`config.mk`:
```
export PLATFORM = sky130hd
export DESIGN_NAME = opb_register_simulink2ppc
export DESIGN_NICKNAME = d
export VERILOG_FILES = /design/src/rtl/opb_register_simulink2ppc.sv
export SDC_FILE = /design/constraint.sdc
export NUM_CORES = 1
export LEC_CHECK = 0
export ABC_AREA = 0
export ABC_CLOCK_PERIOD_IN_PS = 1700
export BUFFER_PORTS_ARGS = -buffer_cell sky130_fd_sc_hd__buf_2
export CAP_MARGIN = 10
export CORE_UTILIZATION = 25
export DETAILED_ROUTE_END_ITERATION = 10
export HOLD_SLACK_MARGIN = 0.08
export PLACE_DENSITY = 0.59
export REMOVE_ABC_BUFFERS = 1
export SLEW_MARGIN = 0
export SYNTH_ARGS = -nofsm -noshare
export SYNTH_HDL_FRONTEND = slang
export SYNTH_SLANG_ARGS = --single-unit
```
`constraint.sdc`:
```
create_clock -name OPB_Clk -period 1.7 [get_ports OPB_Clk]
set_clock_uncertainty 0.1 [all_clocks]
set_input_delay 0.51 -clock OPB_Clk [delete_from_list [all_inputs] [get_ports OPB_Clk]]
set_output_delay 0.51 -clock OPB_Clk [all_outputs]
set_load 0.05 [all_outputs]
```
`src/rtl/opb_register_simulink2ppc.sv`:
```
// Fabric-to-PowerPC status register on the OPB slave bus: holding register, fresh/overrun
// handshake, update counter and freeze control. SIMULINK2PPC_TIMESTAMP_EN adds a cycle-count TSTAMP.
module opb_register_simulink2ppc #(
    parameter logic [31:0] C_BASEADDR   = 32'h00000000,
    parameter logic [31:0] C_HIGHADDR   = 32'h000000FF,
    parameter int          C_OPB_AWIDTH = 32,
    parameter int          C_OPB_DWIDTH = 32,
    parameter logic [63:0] C_FAMILY     = "virtex6"
) (
    input  logic                        OPB_Clk,
    input  logic                        OPB_Rst_n,
    input  logic [0:C_OPB_AWIDTH-1]     OPB_ABus,
    input  logic [0:C_OPB_DWIDTH/8-1]   OPB_BE,
    input  logic [0:C_OPB_DWIDTH-1]     OPB_DBus,
    input  logic                        OPB_RNW,
    input  logic                        OPB_select,
    input  logic                        OPB_seqAddr,
    output logic [0:C_OPB_DWIDTH-1]     Sl_DBus,
    output logic                        Sl_xferAck,
    output logic                        Sl_errAck,
    output logic                        Sl_retry,
    output logic                        Sl_toutSup,
    input  logic [31:0]                 user_data_in,
    input  logic                        user_valid
);

    // state  | meaning
    // S_IDLE | waiting for a decoded transfer; captures read data / write on accept
    // S_ACK  | Sl_xferAck high for this single cycle, then back to S_IDLE
    typedef enum logic {S_IDLE, S_ACK} state_t;

    state_t      state_q, state_d;
    logic        ack_q, ack_d;
    logic [31:0] rdata_q, rdata_d;
    logic [31:0] data_q, data_d;
    logic [15:0] cnt_q, cnt_d;
    logic        fresh_q, fresh_d;
    logic        ovr_q, ovr_d;
    logic        freeze_q, freeze_d;
    logic [31:0] tstamp;
    logic [31:0] addr_off;
    logic [1:0]  widx;
    logic        hit, take, upd;
    logic        unused_ok;

    assign addr_off   = 32'(OPB_ABus) - C_BASEADDR;
    assign hit        = (addr_off <= (C_HIGHADDR - C_BASEADDR));
    assign widx       = OPB_ABus[28:29];
    assign upd        = user_valid & ~freeze_q;

    assign Sl_xferAck = ack_q;
    assign Sl_DBus    = rdata_q;
    assign Sl_errAck  = 1'b0;
    assign Sl_retry   = 1'b0;
    assign Sl_toutSup = 1'b0;
    assign unused_ok  = &{1'b0, OPB_seqAddr, OPB_DBus[0:29], (C_FAMILY != 64'd0)};

    always_comb begin
        state_d  = state_q;
        ack_d    = 1'b0;
        rdata_d  = 32'h0;
        data_d   = data_q;
        cnt_d    = cnt_q;
        fresh_d  = fresh_q;
        ovr_d    = ovr_q;
        freeze_d = freeze_q;
        take     = 1'b0;

        case (state_q)
            S_IDLE: begin
                if (OPB_select && hit) begin
                    state_d = S_ACK;
                    ack_d   = 1'b1;
                    take    = 1'b1;
                end
            end
            S_ACK:   state_d = S_IDLE;
            default: state_d = S_IDLE;
        endcase

        if (take && OPB_RNW) begin
            case (widx)
                2'd0:    rdata_d = data_q;
                2'd1:    rdata_d = {cnt_q, 14'h0, ovr_q, fresh_q};
                2'd2:    rdata_d = {31'h0, freeze_q};
                default: rdata_d = tstamp;
            endcase
            if (widx == 2'd0)
                fresh_d = 1'b0;
        end

        if (take && !OPB_RNW && (widx == 2'd2) && OPB_BE[3]) begin
            freeze_d = OPB_DBus[31];
            if (OPB_DBus[30])
                ovr_d = 1'b0;
        end

        // Update is applied last so a simultaneous set beats the read clear / overrun clear.
        if (upd) begin
            data_d  = user_data_in;
            cnt_d   = cnt_q + 16'd1;
            fresh_d = 1'b1;
            if (fresh_q)
                ovr_d = 1'b1;
        end
    end

    always_ff @(posedge OPB_Clk or negedge OPB_Rst_n) begin
        if (!OPB_Rst_n) begin
            state_q  <= S_IDLE;
            ack_q    <= 1'b0;
            rdata_q  <= 32'h0;
            data_q   <= 32'h0;
            cnt_q    <= 16'h0;
            fresh_q  <= 1'b0;
            ovr_q    <= 1'b0;
            freeze_q <= 1'b0;
        end else begin
            state_q  <= state_d;
            ack_q    <= ack_d;
            rdata_q  <= rdata_d;
            data_q   <= data_d;
            cnt_q    <= cnt_d;
            fresh_q  <= fresh_d;
            ovr_q    <= ovr_d;
            freeze_q <= freeze_d;
        end
    end

`ifdef SIMULINK2PPC_TIMESTAMP_EN
    logic [31:0] ts_cnt_q, ts_cnt_d;
    logic [31:0] tstamp_q, tstamp_d;

    always_comb begin
        ts_cnt_d = ts_cnt_q + 32'd1;
        tstamp_d = upd ? ts_cnt_q : tstamp_q;
    end

    always_ff @(posedge OPB_Clk or negedge OPB_Rst_n) begin
        if (!OPB_Rst_n) begin
            ts_cnt_q <= 32'h0;
            tstamp_q <= 32'h0;
        end else begin
            ts_cnt_q <= ts_cnt_d;
            tstamp_q <= tstamp_d;
        end
    end

    assign tstamp = tstamp_q;
`else
    assign tstamp = 32'h0;
`endif

endmodule
```
# Yosys cells after proc, flatten, opt, wreduce, memory -nomap -nowiden
# Index checks and enable logic that the tools add are counted.
dict set report op_classes {
  reduce_logical 10
  add_sub_neg 1
  n_lt_le_gt_ge 1
  n_mux 12
  n_eq_ne 2
  n_bitwise 3
}
# op count
set ops {}
lappend ops {{case mux 32 bit (3 select lines)} 1}
lappend ops {{<= comparator 32 x 8 -> 1 bit, second input constant} 1}
lappend ops {{2-to-1 mux 32 bit} 1}
lappend ops {{adder 16 x 1 -> 16 bit, second input constant} 1}
lappend ops {{2-to-1 mux 1 bit} 9}
lappend ops {{logical AND 1 bit} 5}
lappend ops {{nonzero test 2 bit} 2}
lappend ops {{== test 2 x 1 -> 1 bit, second input constant} 1}
lappend ops {{== test 2 bit, second input constant} 1}
lappend ops {{logical NOT 2 bit} 1}
lappend ops {{inverter 1 bit} 2}
lappend ops {{case mux 1 bit (2 select lines)} 1}
lappend ops {{AND reduction 2 bit} 1}
lappend ops {{AND 1 bit} 1}
lappend ops {{logical NOT 1 bit} 1}
dict set report word_totals {
  word_cells 37
  regBits 85
  out_inout_bits 36
  inputBits 106
}

# Logic depth before layout (Yosys ltp)
dict set report logic_depth {
  ltp_word 10
  ltp_mapped 6
}

# Worst setup path before layout
# Ideal clock, no wire load.
dict set report synth_timing {
  path_type {input port to flip-flop}
  startpoint {in OPB_ABus[6] (netlist name)}
  endpoint {reg rdata_q[21] (netlist: Sl_DBus[10])}
  setup_ns 0.073
  cell_stages 5
  n_path_buf 2
  arrival_ns 1.882
  path_slack_ns -0.355
  required_time_ns 1.527
  path_cell_list {or4_4 -> or4_4 -> buf_6 -> buf_8 -> nor2_1}
}
dict set report synth_via {
  elab_chain_len 6
}
# item line
set synth_lines {}
lappend synth_lines {{start: declaration} 12} ;# input logic [0:C_OPB_AWIDTH-1] OPB_ABus,
lappend synth_lines {{<= comparator 32 x 8 -> 1 bit} 47} ;# assign hit = (addr_off <= (C_HIGHADDR - C_BASEADDR));
lappend synth_lines {{logical AND 1 bit} 71} ;# if (OPB_select && hit) begin
lappend synth_lines {{2-to-1 mux 1 bit} 71}
lappend synth_lines {{2-to-1 mux 1 bit} 69} ;# case (state_q)
lappend synth_lines {{logical AND 1 bit} 81} ;# if (take && OPB_RNW) begin
lappend synth_lines {{2-to-1 mux 32 bit} 81}
lappend synth_lines {{net rdata_d[21]} 34} ;# logic [31:0] rdata_q, rdata_d;
lappend synth_lines {{end signal: assignment} 121} ;# rdata_q <= rdata_d;
lappend synth_lines {{end: declaration} 34}
# The timed path passes the listed nets, and every way through them passes these cells.
# A chain may end at the register's enable or synchronous reset.

# Worst setup path after layout
dict set report layout_timing {
  startpoint {in OPB_ABus[8] (netlist name)}
  endpoint {reg freeze_q}
}
dict set report layout_via {
  elab_chain_len 7
}
# item line
set layout_lines {}
lappend layout_lines {{<= comparator 32 x 8 -> 1 bit} 47}
lappend layout_lines {{logical AND 1 bit} 71}
lappend layout_lines {{2-to-1 mux 1 bit} 71}
lappend layout_lines {{2-to-1 mux 1 bit} 69}
lappend layout_lines {{logical AND 1 bit (3 in a row)} 92} ;# if (take && !OPB_RNW && (widx == 2'd2) && OPB_BE[3]) begin
lappend layout_lines {{end signal: assignment} 126} ;# freeze_q <= freeze_d;
lappend layout_lines {{end: declaration} 39} ;# logic freeze_q, freeze_d;
# Every way passes these cells.

==> flow_metrics.env <==
export IMPL_chipWidth_um=118
export IMPL_setup_viol=33
export IMPL_die_area_um2=13900
export IMPL_synth_area_leaders="dfrtp_1, mux2_2, mux2i_1"
export IMPL_totalWireLength_um=7990
export IMPL_synth_top_area_cell="dfrtp_1"
export IMPL_pwr_share_clk_pct=41.0
export IMPL_grt_overflow=0
export IMPL_worstHoldPathType="input port to register"
export IMPL_switching_share_pct=24.8
export IMPL_outcome="finished with violations"
export IMPL_postRouteAntennaNets=0
export IMPL_cts_sinks=84
export IMPL_syn_inst=248
export IMPL_crit_family="simple AND/OR/NAND/NOR gates"
export IMPL_synth_top_cells_by_count="dfrtp_1, mux2_2, nor2_1, mux2i_1, and2_1"
export IMPL_place_hpwl_um=5050
export IMPL_finish_net_count=480
export IMPL_drc=0
export IMPL_cts_tree="yes"
export IMPL_drive_gt1_share_pct=54.0
export IMPL_clkLatencyLatePin_ns=0.34
export IMPL_drtPass1Iterations=4
export IMPL_io_buffers=98
export IMPL_clk_pin_slew_worst_paths_ns=0.07
export IMPL_die_h_um=118
export IMPL_critPathMaxFanout=5
export IMPL_path_cells="buf_6 > or4_4 > buf_4 > nor4_4 > mux2_2"
export IMPL_cp_required_ns=1.82
export IMPL_max_stage_delay_ns=0.59
export IMPL_yosysMostFrequentCell="dfrtp_1"
export IMPL_initial_core_util_pct=26.1
export IMPL_synth_edff_count=0
export IMPL_drtIter0Drc=103
export IMPL_avgSynthCellArea_um2=13.5
export IMPL_syn_to_final_growth_pct=41.4
export IMPL_grtUsageTotal_pct=11.2
export IMPL_rows=41
export IMPL_final_area_um2=4750
export IMPL_vias_per_cell=4.31
export IMPL_violations="negative setup slack"
export IMPL_rrSetupSlack_ns=-0.12
export IMPL_period_share_pct=110
export IMPL_place_gp_congestion=0.739
export IMPL_dpl_cell_area_um2=4170
export IMPL_vias=2368
export IMPL_ys_ff_latch=84
export IMPL_total_power_mw=4.88
export IMPL_p_seq_share_pct=46.9
export IMPL_fmax_ghz=0.537
export IMPL_worstPathArrival_ns=1.98
export IMPL_period_needed_ns=1.86
export IMPL_grt_max_degree=36
export IMPL_grt_pass1_vias=2385
export IMPL_crit_path_start_kind="input port"
export IMPL_crit_path_end_kind="register"
export IMPL_async_reset_ff_share_pct=100
export IMPL_htree_levels=3
export IMPL_antenna_found_initial=0
export IMPL_ys_seq_area_share_pct=62.6
export IMPL_final_max_slew_viol_count=0
export IMPL_synth_top_flop_cell="dfrtp_1"
export IMPL_ir_worst_vdd_v=0.000426
export IMPL_hold_viol_final=0
export IMPL_yosysUniqueCellTypes=35
export IMPL_switchingPower_mw=1.21
export IMPL_slowest_stage="or4_4"
export IMPL_p_int_mw=3.67
export IMPL_critPathKind="input port to register"
export IMPL_nFillCells=1261
export IMPL_synth_top_area_share_pct=62.6
export IMPL_netlist_area_um2=3360
export IMPL_combPwrFrac_pct=12.1
export IMPL_cts_path_max_buffers=2
export IMPL_leakagePower_nw=2.39
export IMPL_powerDensity_nw_per_um2=1030
export IMPL_root_buffer="clkbuf_16"
export IMPL_maxCapViolations=0
export IMPL_timing_final_ws_setup_ns=-0.163
export IMPL_numCtsBuffers=9
export IMPL_ys_warnings_count=0
export IMPL_io_pins=142
export IMPL_diodes=0
export IMPL_crit_buf_inv=2
export IMPL_core_area_um2=12900
export IMPL_grt_pass1_wl_um=11900
export IMPL_rsz0062_at_grt="yes"
export IMPL_wire_per_inst_um=14.5
-- worst register-to-register path: stages, from the launching register on --
cell and delay (ns):
dfrtp_1 0.40, nor4_2 0.14, nand4_1 0.18, buf_6 0.19
or4_4 0.62, nor2_1 0.13
-- registers in the layout, indices dropped and copies added, names as in the netlist --
register	cells
Sl_DBus	32
fresh_q	1
ovr_q	1
cnt_q	16
freeze_q	1
Sl_xferAck	1
data_q	32
-- logic make-up (layout without fill, tap and decap cells) --
| family | Yosys count | count (layout) | share of synthesized area (%) |
|---|---|---|---|
| DFF | 84 | 84 | 62.6 |
| and+or+nand+nor | 75 | 77 | 12.7 |
| muxes | 52 | 52 | 16.8 |
| buffers and inverters | 16 | 142 | 2.76 |
| xor gates and xnor gates | 15 | 15 | 3.91 |
| AOI/OAI and AO/OA | 4 | 4 | 0.783 |
| adders and majority gates | 1 | 1 | 0.373 |
| other | 1 | 3 | 0.112 |
-- per-layer routing --
| metal | up-vias | share of wire, % | track usage (%) |
|---|---|---|---|
| met3 | 15 | 3.8 | 1.94 |
| met5 | - | 0 | 0 |
| met2 | 71 | 49 | 17.9 |
| met1 | 1170 | 45 | 14.0 |
| li1 | 1112 | - | - |
| met4 | 0 | 2.2 | 6.73 |
-- metrics by stage --
stage	hold slack, ns	std cells	utilization [%]	TNS, ns	setup slack [ns]
2_1_floorplan	0.114	238	-	-60.80	-1.59
3_3_place_gp	0.328	525	32.4	-14.21	-0.455
3_5_place_dp	0.329	525	32.4	-14.98	-0.477
4_1_cts	0.287	542	35.0	-3.23	-0.151
5_1_grt	0.293	550	36.9	-6.39	-0.238
6_report	0.302	550	36.9	-3.06	-0.163
-- repair_timing --
item                                    4_1_cts  5_1_grt
hold buffers                                  1        0
setup buffers                                 0        5
gates resized for setup                       3       45
pin swaps                                     1       33
endpoints found under the setup margin       33       36
cloned                                        0        3
hold endpoints to repair                     20        0
-- power by group through the flow --
stage               Combinational, mW  Clock, mW  Sequential (mW)
floorplan                       0.302          0             2.30
CTS                             0.560       2.07             2.29
detailed placement              0.554          0             2.33
global route                    0.661       2.16             2.32
global placement                0.544          0             2.31
finish                          0.590       2.00             2.29
-- final timing paths --
| kind | from | endpoint | cells after the start |
|---|---|---|---|
| setup / recovery | OPB_ABus[8] | freeze_q | 5 |
| hold / removal | user_data_in[19] | data_q[19] | 2 |
| setup reg to reg | Sl_xferAck | Sl_DBus[14] | 5 |
| hold reg to reg | cnt_q[15] | cnt_q[15] | 1 |
| max in group asynchronous | OPB_Rst_n | Sl_DBus[2] | 3 |
| min in group asynchronous | OPB_Rst_n | Sl_DBus[28] | 2 |
-- cell type report --
type / count / area [um^2] / share of cell area (%)
clock buffers: 10 / 239 / 5.03
clock inverters: 6 / 68.8 / 1.45
inverters: 4 / 15.0 / 0.316
multi-input cells: 152 / 1350 / 28.3
flip-flops and latches: 84 / 2100 / 44.3
well taps: 172 / 215 / 4.53
repair buffers: 122 / 763 / 16.1
-- cell usage in the layout (no fill, tap or decap), types with 2 or more instances in the layout --
cell,n
and2_4,7
and2_1,8
xnor2_1,7
inv_6,3
conb_1,3
and3_1,4
nor2_1,11
or4_4,4
dfrtp_1,84
mux2i_1,18
buf_4,16
buf_2,92
nand2_1,3
buf_6,10
nand3_1,5
nor3b_1,2
clkbuf_16,9
nor3_1,3
nor4_2,3
mux2_2,34
inv_1,4
nand4_1,4
nor4_4,3
nor2_2,7
o21ai_0,2
buf_12,3
xor2_1,8
nor2_4,3
Power figures use the tool's default switching activity.
